**src/rtl/encrypt_function_3.sv**
```systemverilog
// encrypt_function_3: two-stage valid/ready encryptor emitting {cipher[60:0], key[10:0], tag[5:0]} frames.
// Optional per-accept sequence tag in out_data[5:0] is built when ENC3_SEQ_TAG_EN is defined.
module encrypt_function_3 #(
  parameter logic [10:0] RAND_SEED = 11'h5A5
) (
  input  logic        Clk,
  input  logic        Rst_n,
  input  logic        in_valid,
  output logic        in_ready,
  input  logic [59:0] in_data,
  output logic        out_valid,
  input  logic        out_ready,
  output logic [77:0] out_data
);

  // An all-zero seed would lock the LFSR, so it is replaced by 1.
  localparam logic [10:0] LFSR_INIT = (RAND_SEED == 11'h000) ? 11'h001 : RAND_SEED;

  typedef struct packed {
    logic [59:0] p;
    logic [10:0] k;
    logic [5:0]  tag;
  } s1_t;

  s1_t         s1_q;
  logic        s1_valid;
  logic        s2_valid;
  logic [10:0] lfsr_q;
  logic [5:0]  tag_q;
  logic        accept;
  logic        s2_load;
  logic [59:0] mask;
  logic [60:0] cipher;

  assign s2_load   = !s2_valid | out_ready;
  assign in_ready  = !s1_valid | s2_load;
  assign accept    = in_valid & in_ready;
  assign out_valid = s2_valid;

  assign mask   = {s1_q.k[4:0], s1_q.k, ~s1_q.k, s1_q.k, s1_q.k, ~s1_q.k};
  assign cipher = {s1_q.p, 1'b0} + {1'b0, mask};

  // x^11 + x^9 + 1; the pre-advance value is the key of the accepted word.
  always_ff @(posedge Clk or negedge Rst_n) begin
    if (!Rst_n)      lfsr_q <= LFSR_INIT;
    else if (accept) lfsr_q <= {lfsr_q[9:0], lfsr_q[10] ^ lfsr_q[8]};
  end

`ifdef ENC3_SEQ_TAG_EN
  always_ff @(posedge Clk or negedge Rst_n) begin
    if (!Rst_n)      tag_q <= 6'h00;
    else if (accept) tag_q <= tag_q + 6'h01;
  end
`else
  assign tag_q = 6'h00;
`endif

  always_ff @(posedge Clk or negedge Rst_n) begin
    if (!Rst_n) begin
      s1_valid <= 1'b0;
      s1_q     <= '0;
    end else if (in_ready) begin
      s1_valid <= in_valid;
      if (accept) begin
        s1_q.p   <= in_data;
        s1_q.k   <= lfsr_q;
        s1_q.tag <= tag_q;
      end
    end
  end

  // Output stage holds its frame while stalled by out_ready=0.
  always_ff @(posedge Clk or negedge Rst_n) begin
    if (!Rst_n) begin
      s2_valid <= 1'b0;
      out_data <= 78'h0;
    end else if (s2_load) begin
      s2_valid <= s1_valid;
      if (s1_valid) out_data <= {cipher, s1_q.k, s1_q.tag};
    end
  end

endmodule

```
**config.mk**
```make
export PLATFORM = sky130hd
export DESIGN_NAME = encrypt_function_3
export DESIGN_NICKNAME = d
export VERILOG_FILES = /design/src/rtl/encrypt_function_3.sv
export SDC_FILE = /design/constraint.sdc
export NUM_CORES = 1
export LEC_CHECK = 0
export CAP_MARGIN = 30
export CORE_ASPECT_RATIO = 0.7
export CORE_UTILIZATION = 60
export CTS_BUF_LIST = sky130_fd_sc_hd__clkbuf_2 sky130_fd_sc_hd__clkbuf_4 sky130_fd_sc_hd__clkbuf_8
export DETAILED_ROUTE_END_ITERATION = 16
export PLACE_DENSITY = 0.88
export SLEW_MARGIN = 10
export SYNTH_ARGS = -nofsm -noshare
export SYNTH_HDL_FRONTEND = slang
export SYNTH_SLANG_ARGS = --single-unit
```
**constraint.sdc**
```tcl
create_clock -name Clk -period 4.5 [get_ports Clk]
set_clock_uncertainty 0.05 [all_clocks]
set_input_delay 0.9 -clock Clk [delete_from_list [all_inputs] [get_ports Clk]]
set_output_delay 0.9 -clock Clk [all_outputs]
set_load 0.05 [all_outputs]
```
==> results of run 1 <==
-- how the worst min path moves through the flow --
stage                                from                       end  slack, ps  cells after the start
floorplan           lfsr_q[2]$_DFFE_PN1P_     lfsr_q[2]$_DFFE_PN1P_        390                      2
global placement    lfsr_q[2]$_DFFE_PN1P_     lfsr_q[2]$_DFFE_PN1P_        400                      2
detailed placement  lfsr_q[7]$_DFFE_PN1P_     lfsr_q[7]$_DFFE_PN1P_        400                      2
CTS                 lfsr_q[7]$_DFFE_PN1P_     lfsr_q[7]$_DFFE_PN1P_        420                      2
global route                        Rst_n  out_data[40]$_DFFE_PN0P_        140                      1
finish                              Rst_n  out_data[40]$_DFFE_PN0P_        160                      1
-- final cells by class --
| class | instances | area, µm² | share of cell area [%] |
|---|---|---|---|
| clock inverter | 13 | 161 | 1.48 |
| clock buffer | 18 | 248 | 2.26 |
| inverter | 25 | 93.8 | 0.858 |
| multi-input combinational | 853 | 4920 | 44.9 |
| timing repair buffer | 147 | 1490 | 13.6 |
| tap | 195 | 244 | 2.23 |
| sequential | 151 | 3790 | 34.6 |
-- power groups by stage --
stage / clock network (mW) / registers [mW] / logic, mW
finish: 1.10 / 2.14 / 4.48
global route: 1.17 / 2.19 / 4.77
CTS: 1.10 / 2.13 / 4.40
detailed placement: 0 / 2.15 / 4.37
global placement: 0 / 2.14 / 4.31
floorplan: 0 / 3.07 / 1.99
-- critical path, stage by stage, from the launching register on --
cell and delay, ps:
dfrtp_1 640, inv_1 160, ha_1 400, nand3_1 120, o211ai_2 220, nand4_1 200, a2111oi_2 610, o21ai_1 220
o31ai_2 520, a21bo_2 320, a311o_1 180, nand3_1 60
-- synth_stat cells (all sizes together), types with 8 or more instances --
| cell | instances |
|---|---|
| nand2 | 332 |
| dfrtp | 145 |
| o21ai | 111 |
| a21oi | 82 |
| ha | 59 |
| clkbuf | 39 |
| nor2 | 33 |
| xnor2 | 32 |
| a21o | 28 |
| inv | 25 |
| xor2 | 18 |
| nand4 | 16 |
| nand3 | 14 |
| buf | 13 |
| o211ai | 11 |
| o21bai | 11 |
| nor3 | 10 |
| o21a | 9 |
| nand2b | 8 |
-- state kept, by name (all words and copies together) (netlist names) --
| signal | flops |
|---|---|
| out_data | 72 |
| s1_q | 60 |
| mask | 11 |
| lfsr_q | 6 |
| out_valid | 1 |
| s1_valid | 1 |
-- per-layer routing --
layer / vias up / wire (µm) / share of wire, %
met1: 4056 / 12200 / 45
met4: 0 / 641 / 2.4
met2: 522 / 11000 / 41
li1: 3931 / - / -
met3: 62 / 3000 / 11
met5: - / 0 / 0
-- metrics by stage --
stage / hold WS [ps] / cells
floorplan: 389 / 1081
global placement: 398 / 1369
detailed placement: 399 / 1369
CTS: 415 / 1400
global route: 141 / 1402
finish: 162 / 1402
-- logic make-up (layout without fill, tap and decap cells) --
group | count (synthesis) | in the layout | share of synthesized area (%)
AOI/OAI and AO/OA | 291 | 291 | 20.0
and+or+nand+nor | 443 | 443 | 20.7
adders and majority gates | 60 | 60 | 8.44
buffers and inverters | 77 | 203 | 3.49
xor gates and xnor gates | 50 | 50 | 4.87
muxes | 3 | 3 | 0.348
other | 1 | 6 | 0.0417
DFF | 151 | 151 | 42.1
==> results.txt, run 1 <==
----------------------------------------------------
[Synthesis]
  Seq cells post-synth ... 151
  Synth warn ... 0
  Leading register cell type out of synthesis ... dfrtp_1
  Mean cell area of the mapped netlist ... 8.35 µm²
  Proportion of synthesized chip area in sequential cells ... 42.1%
  Largest area contributor in the synthesized netlist ... dfrtp_1
  Synthesized area ... 0.00899 mm²
  Number of different library cells in the post-synthesis netlist ... 66
  Number of enable-type register cells in the synthesized netlist ... 0
  Share of synthesized registers carrying an async set or reset ... 100%
  Cell types occupying the most area after synthesis ... dfrtp_1 (40%), nand2_1 (14%), ha_1 (8.2%)
  Synthesized instance count ... 1076
  Area fraction of the dominant cell type after synthesis ... 40.4%

[Flow run]
  Number of maximum-capacitance violations ... 0

[Worst setup path]
  Critical Path Source ... mask[15]$_DFFE_PN0P_
  Category of the worst setup path capture point ... flip-flop
  Kind of start point of the critical path ... flip-flop
  Type of the setup path with the least slack ... flip-flop to flip-flop
  Worst path required time ... 4780 ps
  Capturing point of the worst reg2reg path ... out_data[73]$_DFFE_PN0P_
  Worst-path maximum fanout ... 5
  Worst reg2reg startpoint ... mask[15]$_DFFE_PN0P_
  Register-to-Register Path Depth ... 11
  Setup slack on the worst flop-to-flop path ... 690 ps
  Capturing element of the worst setup path ... out_data[73]$_DFFE_PN0P_
  Critical path data arrival time ... 4100 ps

[Finish]
  Design area ... 0.0109 mm²
  Final net count ... 1319
  Filler cell count ... 1084
  Most common cell after layout, fill and taps aside ... nand2_1
  Area growth from synthesis to layout ... 21.8%
  Count of inserted antenna diode cells ... 0
  Layout cells sized above 1 ... 5.39%
  Commonest cells after routing, fill and taps aside ... nand2_1 (329), dfrtp_1 (145), clkdlybuf4s50_1 (136)
  Post-layout utilization of the core ... 74.6%

[Routing]
  Vias after detailed routing ... 8571
  First DRT Iteration DRCs ... 1000
  TritonRoute pass-1 iters ... 6
  Count of nets left with antenna violations after detail routing ... 0
  WL final ... 26.8 mm
  Total DRC errors in the routed layout ... 0
  Ratio of routed vias to standard cells ... 6.11
  Drt wl/cell ... 19.1 µm

[Timing]
  Slew @ Worst Pin ... 910 ps
  Final period util ... 84.7%
  Relative slew margins ... 39.3%
  RSZ-0062 raised after global routing ... false
  Tmin final ... 3810 ps
  Final setup violating endpoints ... 0
  Upper clock frequency limit ... 262 MHz
  Total negative setup slack ... 0 ps
  Worst path setup slack after routing ... 689 ps
  Pins Over Slew Limit ... 0
  Final Hold Viols ... 0

[CTS]
  CTS root buf ... clkbuf_8
  TritonCTS Buffers ... 17
  Number of sinks on the clock net ... 151
  Number of cells upsized or downsized after cts ... 0
  Clock input transition at the sequential cells of the worst setup and hold paths ... 90 ps
  Clk Latency, worst-skew pair ... 450 ps
  TritonCTS clock tree ... yes
  Count of hold buffers inserted by post-cts repair ... 0
  Post-CTS Setup Bufs ... 0
  Level count of the clock H-tree ... 4
  Worst-case clock buffer depth ... 2

[Place]
  Placed Instance Area ... 0.0105 mm²
  Final Wtd Congestion ... 1.00
  Quantity of I/O buffers inserted on ports ... 137
  Placement-stage worst setup slack ... 853 ps
  Post-DP HPWL ... 20.0 mm

[Global routing]
  Number of global-route vias before repair ... 7854
  Grt met1 use ... 55.8%
  Final global-route overflow total ... 0
  Number of antenna violations at the first check in global routing ... 0
  Pin count of the biggest net entering global routing ... 100
  Met2 track demand over resource ... 49.7%
  Wire length of the first global-routing pass ... 42.6 mm
  Tot GR Track Use ... 36.0%
  Met3 track utilization from global routing ... 9.17%
  Most heavily used metal layer in global routing ... met1

[Power]
  Register share of total power ... 27.8%
  P_int ... 3.84 mW
  Switch Pwr ... 3.88 mW
  Clock power share ... 14.2%
  Switching Fraction ... 50.2%
  Power per standard cell area ... 705 mW/mm²
  Pleak ... 5.08 nW
  IR drop worst, VDD ... 0.000521 V
  Combinational group share of total power ... 58.0%
  Total power ... 7.72 mW

[Die]
  Core region area ... 0.0147 mm²
  Die W ... 148 µm
  Num rows ... 37
  Starting utilization of the core area ... 61.2%
  Number of I/O pins ... 144
  Area of the die ... 0.0155 mm²
  Chip height ... 104 µm

[Outcome]
  Run status ... completed

[Worst hold path]
  Worst hold path type ... primary input to asynchronous set/reset pin

----------------------------------------------------
Note: power is estimated with default switching activity, not from simulation.
==> run 2: changes to the inputs <==
CORE_UTILIZATION = 56   (was 60)
PLACE_DENSITY = 0.83   (was 0.88)
clock period = 3.6 ns   (was 4.5 ns; I/O delays follow)
==> results.txt, run 2 (synthesis results as in run 1) <==
----------------------------------------------------
[Die]
  Num rows ... 38
  Chip height ... 108 µm
  Starting utilization of the core area ... 57.6%
  Area of the die ... 0.0166 mm²
  Number of I/O pins ... 144
  Core region area ... 0.0156 mm²
  Die W ... 153 µm

[Finish]
  Number of flip-flops under the largest register name ... 72
  Layout cells sized above 1 ... 7.39%
  Count of inserted antenna diode cells ... 0
  Post-layout utilization of the core ... 71.5%
  Most common cell after layout, fill and taps aside ... nand2_1
  Area growth from synthesis to layout ... 24.1%
  Filler cell count ... 1241
  Commonest cells after routing, fill and taps aside ... nand2_1 (329), dfrtp_1 (145), clkdlybuf4s50_1 (136)
  Final net count ... 1343
  Largest register by flop count ... out_data

[CTS]
  Clk Latency, worst-skew pair ... 470 ps
  Number of sinks on the clock net ... 151
  Post-CTS Setup Bufs ... 0
  Worst-case clock buffer depth ... 2
  TritonCTS clock tree ... yes
  TritonCTS Buffers ... 17
  Clock input transition at the sequential cells of the worst setup and hold paths ... 100 ps
  CTS root buf ... clkbuf_8
  Level count of the clock H-tree ... 4

[Worst setup path]
  Worst-path maximum fanout ... 4
  Kind of start point of the critical path ... flip-flop
  Critical path data arrival time ... 3760 ps
  Worst path required time ... 3950 ps
  Type of the setup path with the least slack ... flip-flop to flip-flop
  Category of the worst setup path capture point ... flip-flop

[Timing]
  Worst path setup slack after routing ... 187 ps
  Final period util ... 94.8%
  RSZ-0062 raised after global routing ... false
  Pins Over Slew Limit ... 0
  Upper clock frequency limit ... 293 MHz
  Relative slew margins ... 47.4%
  Tmin final ... 3410 ps
  Final setup violating endpoints ... 0
  Final Hold Viols ... 0
  Total negative setup slack ... 0 ps
  Slew @ Worst Pin ... 789 ps

[Flow run]
  Number of maximum-capacitance violations ... 0

[Power]
  Power per standard cell area ... 883 mW/mm²
  IR drop worst, VDD ... 0.000677 V
  Pleak ... 5.21 nW

[Global routing]
  Number of global-route vias before repair ... 7743
  Final global-route overflow total ... 0
  Wire length of the first global-routing pass ... 43.3 mm
  Tot GR Track Use ... 34.7%
  Number of antenna violations at the first check in global routing ... 0
  Pin count of the biggest net entering global routing ... 84

[Routing]
  Ratio of routed vias to standard cells ... 5.89
  Vias after detailed routing ... 8431
  Total DRC errors in the routed layout ... 0
  TritonRoute pass-1 iters ... 5
  Drt wl/cell ... 19.0 µm
  WL final ... 27.2 mm
  Count of nets left with antenna violations after detail routing ... 0
  First DRT Iteration DRCs ... 852

[Place]
  Final Wtd Congestion ... 1.04
  Post-DP HPWL ... 20.7 mm
  Placement-stage worst setup slack ... 251 ps
  Quantity of I/O buffers inserted on ports ... 137

[Outcome]
  Run status ... completed

[Worst hold path]
  Worst hold path type ... primary input to asynchronous set/reset pin

----------------------------------------------------
[run 2: cell types whose count changed in the layout (fill, tap and decap cells not counted), sizes merged]
cell / delta
buf: +24
clkinvlp: -4
clkinv: +5
[run 2: worst max-delay path: stages, from the launching register on]
cell and delay (ps):
dfrtp_1 390, inv_1 140, ha_1 200, inv_1 60, fa_1 400, nor2b_1 180, o2111ai_1 220, a21oi_2 240
a31oi_1 180, buf_4 200, o41a_1 430, nand3_1 220, a311oi_1 140, xor2_1 170, o21ai_1 130
[run 2: path summary, 6_finish.rpt]
kind                            cells after the start                  endpoint                  start  slack [ps]
worst max-delay path                               14  out_data[76]$_DFFE_PN0P_   mask[12]$_DFFE_PN0P_         190
worst min-delay path                                1  out_data[44]$_DFFE_PN0P_                  Rst_n         210
worst max register to register                     14  out_data[76]$_DFFE_PN0P_   mask[12]$_DFFE_PN0P_         190
worst min register to register                      2     lfsr_q[5]$_DFFE_PN1P_  lfsr_q[5]$_DFFE_PN1P_         420
max in group asynchronous                           2      s1_q[24]$_DFFE_PN0P_                  Rst_n        2480
min in group Clk                                    2     lfsr_q[5]$_DFFE_PN1P_  lfsr_q[5]$_DFFE_PN1P_         420
[run 2: metrics by stage]
stage / total power [mW] / cell area [µm²] / hold slack, ps / instances
3_3_place_gp: 8.28 / 10700 / 399 / 1400
3_5_place_dp: 8.32 / 10700 / 401 / 1400
2_1_floorplan: 6.33 / 9000 / 374 / 1081
5_1_grt: 10.4 / 11200 / 236 / 1432
6_report: 9.85 / 11200 / 207 / 1432
4_1_cts: 9.78 / 11200 / 210 / 1432
[run 2: power by group]
part,internal [mW],switching [mW]
combinational,2.03,3.79
clock,0.658,0.766
sequential,2.23,0.376
total,4.92,4.93
[run 2: timing repair]
| item | in CTS | in global routing |
|---|---|---|
| resized for setup | 0 | 1 |
| endpoints found under the hold margin | 0 | 0 |
| hold buffers | 0 | 0 |
| setup endpoints to repair | 0 | 1 |
[run 2: metal layers]
metal | up-vias | global-route usage [%] | part of all wire, %
met4 | 0 | 10.1 | 2.1
met5 | - | 0 | 0
met3 | 41 | 8.06 | 10
li1 | 3995 | - | -
met1 | 3922 | 53.7 | 47
met2 | 473 | 48.0 | 40
[run 2: final cells by class]
type / count / area (µm²) / area share [%]
multi-input combinational: 853 / 4920 / 44.1
sequential: 151 / 3790 / 33.9
timing repair buffer: 171 / 1680 / 15.0
tap: 200 / 250 / 2.24
clock buffer: 18 / 241 / 2.16
clock inverter: 14 / 185 / 1.66
inverter: 25 / 93.8 / 0.841
==> run 3: changes to the inputs <==
clock period = 3.9 ns   (was 3.6 ns; I/O delays follow)
==> results.txt, run 3 (synthesis results as in run 1) <==
----------------------------------------------------
[Power]
  IR drop worst, VDD ... 0.000592 V
  Power per standard cell area ... 814 mW/mm²
  Total power ... 8.99 mW
  Pleak ... 5.13 nW

[Finish]
  Number of flip-flops under the largest register name ... 72
  Design area ... 0.0110 mm²
  Area growth from synthesis to layout ... 22.8%
  Layout cells sized above 1 ... 6.09%
  Most common cell after layout, fill and taps aside ... nand2_1
  Largest register by flop count ... out_data
  Non-filler instance count after layout ... 1416
  Post-layout utilization of the core ... 70.8%
  Count of inserted antenna diode cells ... 0
  Final net count ... 1327
  Commonest cells after routing, fill and taps aside ... nand2_1 (329), dfrtp_1 (145), clkdlybuf4s50_1 (136)

[Routing]
  Drt wl/cell ... 19.0 µm
  Count of nets left with antenna violations after detail routing ... 0
  Total DRC errors in the routed layout ... 0
  First DRT Iteration DRCs ... 915
  Vias after detailed routing ... 8327
  Ratio of routed vias to standard cells ... 5.88
  TritonRoute pass-1 iters ... 5
  WL final ... 26.9 mm

[Worst hold path]
  Worst hold path type ... primary input to asynchronous set/reset pin

[Timing]
  Pins Over Slew Limit ... 0
  Upper clock frequency limit ... 277 MHz
  Relative slew margins ... 36.0%
  Total negative setup slack ... 0 ps
  Slew @ Worst Pin ... 960 ps
  RSZ-0062 raised after global routing ... false
  Worst path setup slack after routing ... 290 ps
  Final setup violating endpoints ... 0
  Final period util ... 92.6%
  Final worst hold slack ... 290 ps
  Tmin final ... 3610 ps
  Final Hold Viols ... 0

[Global routing]
  Wire length of the first global-routing pass ... 42.5 mm
  Number of antenna violations at the first check in global routing ... 0
  Pin count of the biggest net entering global routing ... 84
  Final global-route overflow total ... 0
  Number of global-route vias before repair ... 7600
  Tot GR Track Use ... 33.9%

[Worst setup path]
  Type of the setup path with the least slack ... flip-flop to flip-flop
  Register-to-Register Path Depth ... 13
  Critical path data arrival time ... 3960 ps
  Worst reg2reg startpoint ... mask[12]$_DFFE_PN0P_
  Worst-path maximum fanout ... 5
  Worst path required time ... 4250 ps
  Category of the worst setup path capture point ... flip-flop
  Kind of start point of the critical path ... flip-flop
  Setup slack on the worst flop-to-flop path ... 290 ps
  Capturing point of the worst reg2reg path ... out_data[74]$_DFFE_PN0P_

[Place]
  Quantity of I/O buffers inserted on ports ... 137
  Post-DP HPWL ... 20.2 mm
  Cell total after placement ... 1384
  Placed Instance Area ... 0.0106 mm²
  Placement-stage worst setup slack ... 379 ps
  Final Wtd Congestion ... 0.973

[CTS]
  Post-CTS Setup Bufs ... 0
  Count of hold buffers inserted by post-cts repair ... 0
  Clk Latency, worst-skew pair ... 460 ps
  Clock input transition at the sequential cells of the worst setup and hold paths ... 100 ps
  TritonCTS Buffers ... 17
  Worst-case clock buffer depth ... 2
  TritonCTS clock tree ... yes
  Number of cells upsized or downsized after cts ... 0
  Number of sinks on the clock net ... 151
  CTS root buf ... clkbuf_8
  Level count of the clock H-tree ... 4

[Die]
  Chip height ... 108 µm
  Starting utilization of the core area ... 57.6%
  Die W ... 153 µm
  Num rows ... 38
  Core region area ... 0.0156 mm²
  Area of the die ... 0.0166 mm²
  Number of I/O pins ... 144

[Flow run]
  Number of maximum-capacitance violations ... 0

[Outcome]
  Run status ... completed

----------------------------------------------------
==> run 3: power breakdown <==
group | internal [mW] | switching (mW)
clock | 0.553 | 0.747
combinational | 1.80 | 3.46
sequential | 2.06 | 0.361
==> run 3: cell type report <==
cell class              count  area (µm²)
well taps                 200         250
clock buffers              17         234
repair buffers            155        1560
flip-flops and latches    151        3790
clock inverters            15         201
fillers                  1232        4560
multi-input cells         853        4920
inverters                  25        93.8
==> run 3: per-layer routing <==
metal  vias up  routed length, µm  global-route usage, %
li1       3960                  -                      -
met3        40               2690                   8.98
met1      3905              13100                   52.6
met5         -                  0                      0
met2       422              10700                   46.2
met4         0                425                   8.79
==> run 3: how the worst max path moves through the flow <==
stage | startpoint | endpoint | slack, ps | cells past startpoint
after detailed placement | mask[12]$_DFFE_PN0P_ | out_data[74]$_DFFE_PN0P_ | 380 | 13
after global routing | mask[12]$_DFFE_PN0P_ | out_data[74]$_DFFE_PN0P_ | 140 | 13
final | mask[12]$_DFFE_PN0P_ | out_data[74]$_DFFE_PN0P_ | 290 | 13
after floorplan | mask[12]$_DFFE_PN0P_ | out_data[74]$_DFFE_PN0P_ | 890 | 13
after global placement | mask[12]$_DFFE_PN0P_ | out_data[74]$_DFFE_PN0P_ | 510 | 13
after CTS | mask[12]$_DFFE_PN0P_ | out_data[70]$_DFFE_PN0P_ | 370 | 13
==> run 3: worst max-delay path, cell delays in order (launching register included) <==
cell and delay [ps]:
dfrtp_1 510, inv_1 190, ha_1 210, inv_1 60, fa_1 390, nor2b_1 170
o2111ai_1 200, a211oi_2 250, nor3_2 120, o41ai_4 540, a211o_1 250, nand3b_2 130
a2111o_1 420, nand3_1 60
